`config.mk`:
```
export PLATFORM = sky130hd
export DESIGN_NAME = bcd_seven_scan_flat
export DESIGN_NICKNAME = d
export VERILOG_FILES = /design/src/rtl/seg7_pkg.sv /design/src/rtl/bcd_seven_scan_if.sv /design/src/rtl/bcd7_decode.sv /design/src/rtl/bcd_seven_scan.sv /design/src/flat_wrapper.sv
export SDC_FILE = /design/constraint.sdc
export NUM_CORES = 1
export LEC_CHECK = 0
export CAP_MARGIN = 20
export CORE_AREA = 3 3 90 92
export CTS_CLUSTER_DIAMETER = 80
export DETAILED_ROUTE_END_ITERATION = 16
export DIE_AREA = 0 0 93 95
export HOLD_SLACK_MARGIN = 0.1
export PLACE_DENSITY_LB_ADDON = 0.15
export SLEW_MARGIN = 20
export SYNTH_ARGS = -nofsm -noshare
export SYNTH_HDL_FRONTEND = slang
export SYNTH_HIERARCHICAL = 1
export SYNTH_SLANG_ARGS = --single-unit
```
`constraint.sdc`:
```
create_clock -name clk -period 2.2 [get_ports clk]
set_input_delay 0.55 -clock clk [delete_from_list [all_inputs] [get_ports clk]]
set_output_delay 0.55 -clock clk [all_outputs]
set_load 0.005 [all_outputs]
```
`src/rtl/seg7_pkg.sv`:
```
// Shared types and constants for the seven-segment scan driver.
// Segment order is {a,b,c,d,e,f,g} with a as the MSB; all patterns are
// active-low (0 = segment lit).
package seg7_pkg;

  typedef logic [6:0] seg7_t;
  typedef logic [3:0] bcd_t;

  localparam seg7_t SEG_BLANK = 7'b1111111;
  localparam seg7_t SEG_DASH  = 7'b1111110;

  // Indexed by BCD code; codes 10..15 show a dash (g only).
  localparam logic [15:0][6:0] SEG_LUT = {
    SEG_DASH, SEG_DASH, SEG_DASH, SEG_DASH, SEG_DASH, SEG_DASH, // 15..10
    7'b0000100,  // 9
    7'b0000000,  // 8
    7'b0001111,  // 7
    7'b0100000,  // 6
    7'b0100100,  // 5
    7'b1001100,  // 4
    7'b0000110,  // 3
    7'b0010010,  // 2
    7'b1001111,  // 1
    7'b0000001   // 0
  };

endpackage

```
`src/rtl/bcd_seven_scan_if.sv`:
```
// Host-side bus of the scan driver: packed BCD word, load strobe, blank.
//   bcd_in : 4*NUM_DIGITS packed BCD, digit 0 in the low nibble
//   load   : capture bcd_in this cycle
//   blank  : force the display dark (scanning continues)
// master = the producing datapath, slave = bcd_seven_scan.
interface bcd_seven_scan_if #(
  parameter int NUM_DIGITS = 4
);
  logic [4*NUM_DIGITS-1:0] bcd_in;
  logic                    load;
  logic                    blank;

  modport master (output bcd_in, output load, output blank);
  modport slave  (input  bcd_in, input  load, input  blank);
endinterface

```
`src/rtl/bcd7_decode.sv`:
```
// Combinational BCD -> active-low seven-segment lookup.
//   bcd : 4-bit code
//   seg : {a..g}, active-low; codes 10..15 give a dash
module bcd7_decode
  import seg7_pkg::*;
(
  input  bcd_t  bcd,
  output seg7_t seg
);
  assign seg = SEG_LUT[bcd];
endmodule

```
`src/rtl/bcd_seven_scan.sv`:
```
// Time-multiplexed driver for NUM_DIGITS BCD digits on a shared active-low
// seven-segment bus. Loads land in a pending buffer and are promoted to the
// displayed set only at frame wrap, so a frame never tears.
// Ports:
//   clk, rst_n  : clock, asynchronous active-low reset
//   host        : bcd_seven_scan_if.slave (bcd_in, load, blank)
//   seg         : {a..g} active-low segments
//   dig_an      : one-hot-low digit enables
//   frame_done  : one-cycle pulse after each frame wrap
// Optional: define LEADING_ZERO_BLANK_EN to dark leading zero digits
// (digit 0 always shown).
module bcd_seven_scan
  import seg7_pkg::*;
#(
  parameter  int NUM_DIGITS = 4,
  parameter  int SCAN_DIV   = 1000,
  localparam int CNT_W      = $clog2(SCAN_DIV),
  localparam int IDX_W      = $clog2(NUM_DIGITS)
) (
  input  logic                  clk,
  input  logic                  rst_n,
  bcd_seven_scan_if.slave       host,
  output seg7_t                 seg,
  output logic [NUM_DIGITS-1:0] dig_an,
  output logic                  frame_done
);

  localparam logic [CNT_W-1:0] CNT_LAST = CNT_W'(SCAN_DIV - 1);
  localparam logic [IDX_W-1:0] IDX_LAST = IDX_W'(NUM_DIGITS - 1);

  logic [CNT_W-1:0]        cnt;
  logic [IDX_W-1:0]        idx;
  logic [4*NUM_DIGITS-1:0] pending;
  logic [4*NUM_DIGITS-1:0] active;
  logic                    pend_vld;
  logic                    tick;
  logic                    wrap;
  bcd_t                    cur;
  seg7_t                   cur_seg;
  logic                    suppress;

  assign tick = (cnt == CNT_LAST);
  assign wrap = tick && (idx == IDX_LAST);

  always_ff @(posedge clk or negedge rst_n) begin
    if (!rst_n) begin
      cnt <= '0;
      idx <= '0;
    end else if (tick) begin
      cnt <= '0;
      idx <= (idx == IDX_LAST) ? '0 : idx + 1'b1;
    end else begin
      cnt <= cnt + 1'b1;
    end
  end

  // A load on the wrap cycle bypasses pending and goes live at once,
  // leaving the pending word untouched but invalidated.
  always_ff @(posedge clk or negedge rst_n) begin
    if (!rst_n) begin
      pending    <= '0;
      pend_vld   <= 1'b0;
      active     <= '0;
      frame_done <= 1'b0;
    end else begin
      frame_done <= wrap;
      if (wrap) begin
        pend_vld <= 1'b0;
        if (host.load)     active <= host.bcd_in;
        else if (pend_vld) active <= pending;
      end else if (host.load) begin
        pending  <= host.bcd_in;
        pend_vld <= 1'b1;
      end
    end
  end

  always_comb begin
    cur = '0;
    for (int unsigned k = 0; k < NUM_DIGITS; k++) begin
      if (idx == IDX_W'(k)) cur = active[4*k +: 4];
    end
  end

  bcd7_decode u_decode (
    .bcd (cur),
    .seg (cur_seg)
  );

`ifdef LEADING_ZERO_BLANK_EN
  logic [NUM_DIGITS-1:0] lead_zero;

  // lead_zero[k] is set when digit k and every digit above it are zero.
  always_comb begin
    logic run;
    run       = 1'b1;
    lead_zero = '0;
    for (int unsigned k = NUM_DIGITS - 1; k >= 1; k--) begin
      run          = run & (active[4*k +: 4] == 4'd0);
      lead_zero[k] = run;
    end
  end

  assign suppress = lead_zero[idx];
`else
  assign suppress = 1'b0;
`endif

  // First cycle of every slot is dark so the previous digit cannot ghost.
  always_ff @(posedge clk or negedge rst_n) begin
    if (!rst_n) begin
      seg    <= SEG_BLANK;
      dig_an <= '1;
    end else if (host.blank || cnt == '0) begin
      seg    <= SEG_BLANK;
      dig_an <= '1;
    end else begin
      seg    <= suppress ? SEG_BLANK : cur_seg;
      dig_an <= ~(NUM_DIGITS'(1) << idx);
    end
  end

endmodule
```
`src/flat_wrapper.sv`:
```
// flat-port wrapper written by rule: the top's interface ports become plain ports
module bcd_seven_scan_flat import seg7_pkg::*;
#(
  parameter  int NUM_DIGITS = 4,
  parameter  int SCAN_DIV   = 1000,
  localparam int CNT_W      = $clog2(SCAN_DIV),
  localparam int IDX_W      = $clog2(NUM_DIGITS)
)
  (clk, rst_n, seg, dig_an, frame_done, host_bcd_in, host_load, host_blank);
  bcd_seven_scan_if #(.NUM_DIGITS(NUM_DIGITS)) host_i ();
  input  logic clk;
  input  logic rst_n;
  output seg7_t seg;
  output logic [NUM_DIGITS-1:0] dig_an;
  output logic frame_done;
  input wire logic [$bits(host_i.bcd_in)-1:0] host_bcd_in;
  input wire logic [$bits(host_i.load)-1:0] host_load;
  input wire logic [$bits(host_i.blank)-1:0] host_blank;
  assign host_i.bcd_in = host_bcd_in;
  assign host_i.load = host_load;
  assign host_i.blank = host_blank;
  bcd_seven_scan #(.NUM_DIGITS(NUM_DIGITS), .SCAN_DIV(SCAN_DIV)) u_core (.clk(clk), .rst_n(rst_n), .host(host_i), .seg(seg), .dig_an(dig_an), .frame_done(frame_done));
endmodule
```
# Yosys cells after proc, flatten, opt, wreduce, memory -nomap -nowiden
# Memory sizes are Yosys's and may differ from the RTL's.
# Index checks and enable logic that the tools add are counted.
dict set report totals {
  regBits 57
  latch_bits 0
  mem_bits_rw 0
  romBits 112
  inputBits 20
  output_inout_bits 12
  elab_cells 40
  n_memories 1
}
# memory depth word_bits rd rd_ports_with_merged_regs wr line_no
set mem_list {}
lappend mem_list {{(name not given)} 16 7 1 0 0 bcd7_decode.sv:10} ;# assign seg = SEG_LUT[bcd];
dict set report classes {
  addsub 2
  n_mul 0
  div 0
  order_cmp 1
  eq_ne 4
  shift 1
  muxes 13
  bitwise 2
  reduce_logical 8
}
# cell count
set ops {}
lappend ops {{two-way mux 16 bit} 2}
lappend ops {{two-way mux 4 bit} 5}
lappend ops {{two-way mux 7 bit} 2}
lappend ops {{adder 10 x 1 -> 10 bit (second input constant)} 1}
lappend ops {{== test 10 bit (second input constant)} 1}
lappend ops {{zero test 10 bit} 1}
lappend ops {{two-way mux 10 bit} 1}
lappend ops {{less-than comparator 4 x 5 -> 1 bit (second input constant)} 1}
lappend ops {{== test 2 bit (second input constant)} 2}
lappend ops {{inverter 4 bit} 1}
lappend ops {{AND reduction 2 bit} 2}
lappend ops {{nonzero test 2 bit} 2}
lappend ops {{<< shifter 1 x 2 -> 4 bit (first input constant)} 1}
lappend ops {{adder 2 x 1 -> 2 bit (second input constant)} 1}
lappend ops {{== test 2 x 1 -> 1 bit (second input constant)} 1}
lappend ops {{zero test 2 bit} 1}
lappend ops {{two-way mux 1 bit} 2}
lappend ops {{two-way mux 2 bit} 1}
lappend ops {{logical AND 1 bit} 1}
lappend ops {{logical OR 1 bit} 1}
lappend ops {{inverter 1 bit} 1}

# Depth between registers and ports, before layout
dict set report logic_depth {
  ltp_word 8
  depth_mapped 10
  depth_no_buf 10
}

# Modules after synthesis
# The synthesis kept the hierarchy.
# module n_inst cells_each area_each_um2 seq_area_each_um2
set modules_own_cells {}
lappend modules_own_cells {bcd_seven_scan 1 209 2711.4 1440.1}
lappend modules_own_cells {bcd7_decode 1 31 230.2 0.0}

# Least setup slack after synthesis
# OpenSTA, ideal clock, no wires.
dict set report synth_path {
  path_kind {register to register}
  startpoint {register u_core.idx[0]}
  endpoint {register u_core.seg[1]}
  setup_ns 0.064
  arrival_ns 2.344
  required_time_ns 2.136
  setup_slack_ns -0.207
  stages_incl_launch_ff 10
  n_path_buf 0
  synth_period_minus_slack_ns 2.407
  cell_sequence {dfrtp_1 ha_1 nor2b_1 a221oi_1 o31ai_1 inv_1 ha_1 and2b_2 o31ai_1 nand2b_1}
}
dict set report synth_between {
  elab_chain_len 8
  word_cells_on_any_way 11
  cone_classes {eq/ne: 3; mux: 6; reduce/logical: 1; memory: 1}
}
# element line_no
set synth_lines {}
lappend synth_lines {{from (decl)} bcd_seven_scan.sv:32} ;# logic [IDX_W-1:0] idx;
lappend synth_lines {{from (signal assigned)} bcd_seven_scan.sv:51} ;# idx <= (idx == IDX_LAST) ? '0 : idx + 1'b1;
lappend synth_lines {{zero test 2 bit} bcd_seven_scan.sv:81} ;# if (idx == IDX_W'(k)) cur = active[4*k +: 4];
lappend synth_lines {{two-way mux 4 bit (3 in a row)} bcd_seven_scan.sv:81}
lappend synth_lines {{two-way mux 4 bit *} bcd_seven_scan.sv:81}
lappend synth_lines {{named net u_core.cur[1]} bcd_seven_scan.sv:38} ;# bcd_t cur;
lappend synth_lines {{memory (16 x 7 bit) *} --}
lappend synth_lines {{two-way mux 7 bit (implied by the code) *} bcd7_decode.sv:10}
lappend synth_lines {{named net u_core.cur_seg[1]} bcd_seven_scan.sv:39} ;# seg7_t cur_seg;
lappend synth_lines {{two-way mux 7 bit *} bcd_seven_scan.sv:114} ;# end else if (host.blank || cnt == '0) begin
lappend synth_lines {{to (signal assigned)} bcd_seven_scan.sv:118} ;# seg <= suppress ? SEG_BLANK : cur_seg;
lappend synth_lines {{to (decl)} bcd_seven_scan.sv:23} ;# output seg7_t seg,
# The timed path passes the listed nets; every way through them passes the cells marked *. The select of a mux whose other input is x is not followed.
# A chain may end at the register's enable or synchronous reset.

# Worst setup path after layout
dict set report layout_path {
  startpoint {register u_core.idx[0]}
  endpoint {register u_core.seg[4]}
}
# Same word-level chain as after synthesis.

==> impl_metrics.tcl <==
set metrics [dict create \
    worstRegToRegCells 11 \
    synth-seq-cells 57 \
    grt_max_degree 34 \
    dp_hpwl_um 3960 \
    cp_max_fo 8 \
    crit_type "reg -> reg" \
    syn_avg_cell_area_um2 12.3 \
    crit_slowest_cell "dfrtp_1" \
    overflow 0 \
    cp_cell_sequence "inv_2, buf_4, ha_4, nor2b_1, o31ai_2, inv_1, buf_4, ha_1, nor3b_1, a21o_1, nand2b_1" \
    routedWlPerCell_um 14.4 \
    rows 31 \
    portBuffers 31 \
    grt_pass1_wl_um 9550 \
    synthCells 240 \
    vias 1942 \
    cts_tree "done" \
    final_area_um2 3760 \
    cp-end-kind "flip-flop" \
    postPlaceCellArea_um2 3480 \
    worstSkewPairLatency_ns 0.34 \
    synth_top_area_share_pct 39.1 \
    core_um2 7290 \
    hp-class "in -> async" \
    powerDensity_nw_per_um2 598 \
    cts_num_sinks 57 \
    clk_pin_slew_ns 0.07 \
    synthTopCellsByArea "dfrtp_1 (39%), mux2_2 (15%), dfstp_2 (9.8%), ha_1 (4.7%), mux2_4 (4.6%)" \
    drv_cap 0 \
    netlist_area_um2 2940 \
    status "completed" \
    grt_antenna_before_repair 0 \
    die_width_um 93 \
    crit_end "u_core/seg[4]$_DFF_PN1_" \
    cts-root-buf "clkbuf_8" \
    synth-seq-area-share_pct 49.0 \
    syn_nets 271 \
    avgViaCountPerCell 4.89 \
    die_area_um2 8840 \
    globalplace.congestion 0.793 \
    area_delta_synth_final_pct 28.0 \
    route.detailed.drc 0 \
    yosysTopAreaCell "dfrtp_1" \
    critical_path_arrival_ns 2.40 \
    first_pass_iters 4 \
    drv_slew 0 \
    synthArstFlopShare_pct 100 \
    ctsHoldBuffers 0 \
    fin_nets 324 \
    track_usage_pct 14.1 \
    final_core_util_pct 51.6 \
    relSlewSlack_pct 62.1 \
    clock_skew_ns 0.0102 \
    multi_input_area_um2 1430 \
    r2r_setup_slack_ns 0.07 \
    cts_buffers 9 \
    antenna_left 0 \
    grt_pass1_vias 1921 \
    required_ns 2.47 \
    crit_top_cell "buf_4" \
    cpPeakStageDelay_ns 0.39 \
    reg2reg_to "u_core/seg[4]$_DFF_PN1_" \
    worstReg2RegStart "u_core/idx[0]$_DFFE_PN0N_" \
    io-pin-count 32 \
    synthFlopType "dfrtp_1" \
    die_h_um 95 \
    regArea_um2 1440 \
    period_needed_ns 2.13 \
    synth-edff-count 0 \
    hold_violations 0 \
    fmax_ghz 0.470 \
    peakVddDrop_v 0.000297 \
    initial_utilization_pct 40.3 \
    synth_cell_types 48 \
    tightest_slew_ns 0.568 \
    cp-startpoint "u_core/idx[0]$_DFFE_PN0N_" \
    critPathLaunchType "flip-flop" \
    setup_viol 0 \
    clk_path_buf_depth 2 \
    diodes 0 \
    nFillCells 668 \
    drt_iter0_drc 46 \
    htreeDepth 3 \
    synth_warnings 6 \
    fin_crit_sh_pct 96.8 \
    drt-total-wl_um 5730 \
    p_leak_nw 1.64 \
    layout-drive-gt1-share_pct 39.9 \
]
[logic make-up (layout without fill, tap and decap cells)]
kind of cell / after synthesis / after routing / share of synthesized area, %
compound gates: 32 / 32 / 7.61
xor+xnor: 3 / 3 / 0.893
fa+ha+maj: 11 / 11 / 4.68
buf+inv: 26 / 84 / 4.38
flops: 57 / 57 / 49.0
mux: 51 / 51 / 20.5
simple gates: 60 / 60 / 12.9
[stage by stage]
step | hold slack, ns | total power [W] | cells | TNS [ns] | setup slack [ns]
after CTS | 0.220 | 0.00228 | 392 | 0 | 0.0541
after global routing | 0.236 | 0.00235 | 397 | -0.0499 | -0.0259
after floorplan | 0.254 | 0.00120 | 240 | 0 | 0.00984
after detailed placement | 0.492 | 0.00130 | 376 | -0.0184 | -0.0105
final | 0.197 | 0.00225 | 397 | 0 | 0.0715
after global placement | 0.485 | 0.00129 | 376 | -0.0608 | -0.0110
[cells in the mapped netlist (all sizes together) (2+ instances only)]
master	instances
o21ai	6
a22oi	2
clkbuf	6
o31ai	4
dfstp	11
nand4	3
xor2	2
and2b	2
dfrtp	46
nor4	3
nor2b	6
mux2	48
nand2	12
inv	13
a31oi	3
and4	2
a21oi	7
buf	7
nor3	2
mux2i	3
a41oi	2
a221oi	3
a221o	2
nand2b	8
nand3	5
nor2	9
ha	11
[cell usage in the layout (no fill, tap or decap), drive strengths merged, types with 3 or more instances in the layout]
master / n
nor2b: 6
ha: 11
dfstp: 11
a21oi: 7
clkdlybuf4s50: 30
a221oi: 3
inv: 13
nand2: 12
nor4: 3
nand3: 5
mux2i: 3
o21ai: 6
mux2: 48
nand4: 3
buf: 24
nand2b: 8
a31oi: 3
clkbuf: 11
o31ai: 4
nor2: 9
dfrtp: 46
[sequential cells by signal, summed over array words and instances, names as in the netlist]
name	flops
u_core/idx	2
u_core/dig_an	4
u_core/pending	16
u_core/frame_done	1
u_core/pend_vld	1
u_core/active	16
u_core/cnt	10
u_core/seg	7
[final cells by class]
type / count / share of cell area [%]
flip-flops and latches: 57 / 38.3
multi-input cells: 157 / 38.0
repair buffers: 55 / 14.0
clock buffers: 11 / 3.76
well taps: 99 / 3.29
clock inverters: 5 / 1.46
inverters: 13 / 1.30
[power by group]
group          switching, W  internal, W  leakage, nW  total, W
clock network      0.000426     0.000550       0.0953  0.000976
logic             0.0000661     0.000104        0.852  0.000171
registers         0.0000138      0.00109        0.697   0.00110
total              0.000506      0.00174         1.64   0.00225
[worst min path at each step]
stage	from	end	cells past startpoint
CTS	rst_n	u_core/cnt[5]$_DFF_PN0_	1
detailed placement	u_core/pending[9]$_DFFE_PN0P_	u_core/pending[9]$_DFFE_PN0P_	1
floorplan	rst_n	u_core/active[0]$_DFFE_PN0P_	0
finish	rst_n	u_core/cnt[6]$_DFF_PN0_	1
global placement	u_core/pending[9]$_DFFE_PN0P_	u_core/pending[9]$_DFFE_PN0P_	1
global route	rst_n	u_core/cnt[7]$_DFF_PN0_	1
[critical path: cells and delay by family, from the launching register on]
family,cells,cell delay [ns]
buffers and inverters,4,0.45
AOI/OAI and AO/OA,2,0.43
and+or+nand+nor,3,0.41
adders and majority gates,2,0.38
DFF,1,0.39
[metal layers]
layer | global-route usage, % | up-vias | share of wire (%) | routed length [µm]
met2 | 20.8 | 33 | 46 | 2630
met3 | 3.19 | 11 | 3.5 | 199
met1 | 19.3 | 951 | 48 | 2760
li1 | - | 947 | - | -
met5 | 0 | - | 0 | 0
met4 | 7.69 | 0 | 2.3 | 132
[what timing repair did]
item,in CTS,in global routing
buffers inserted,0,4
resized for setup,1,12
setup endpoints to repair,3,9
pin swaps,0,3
gates cloned,0,1
Note: power is estimated with default switching activity, not from simulation.
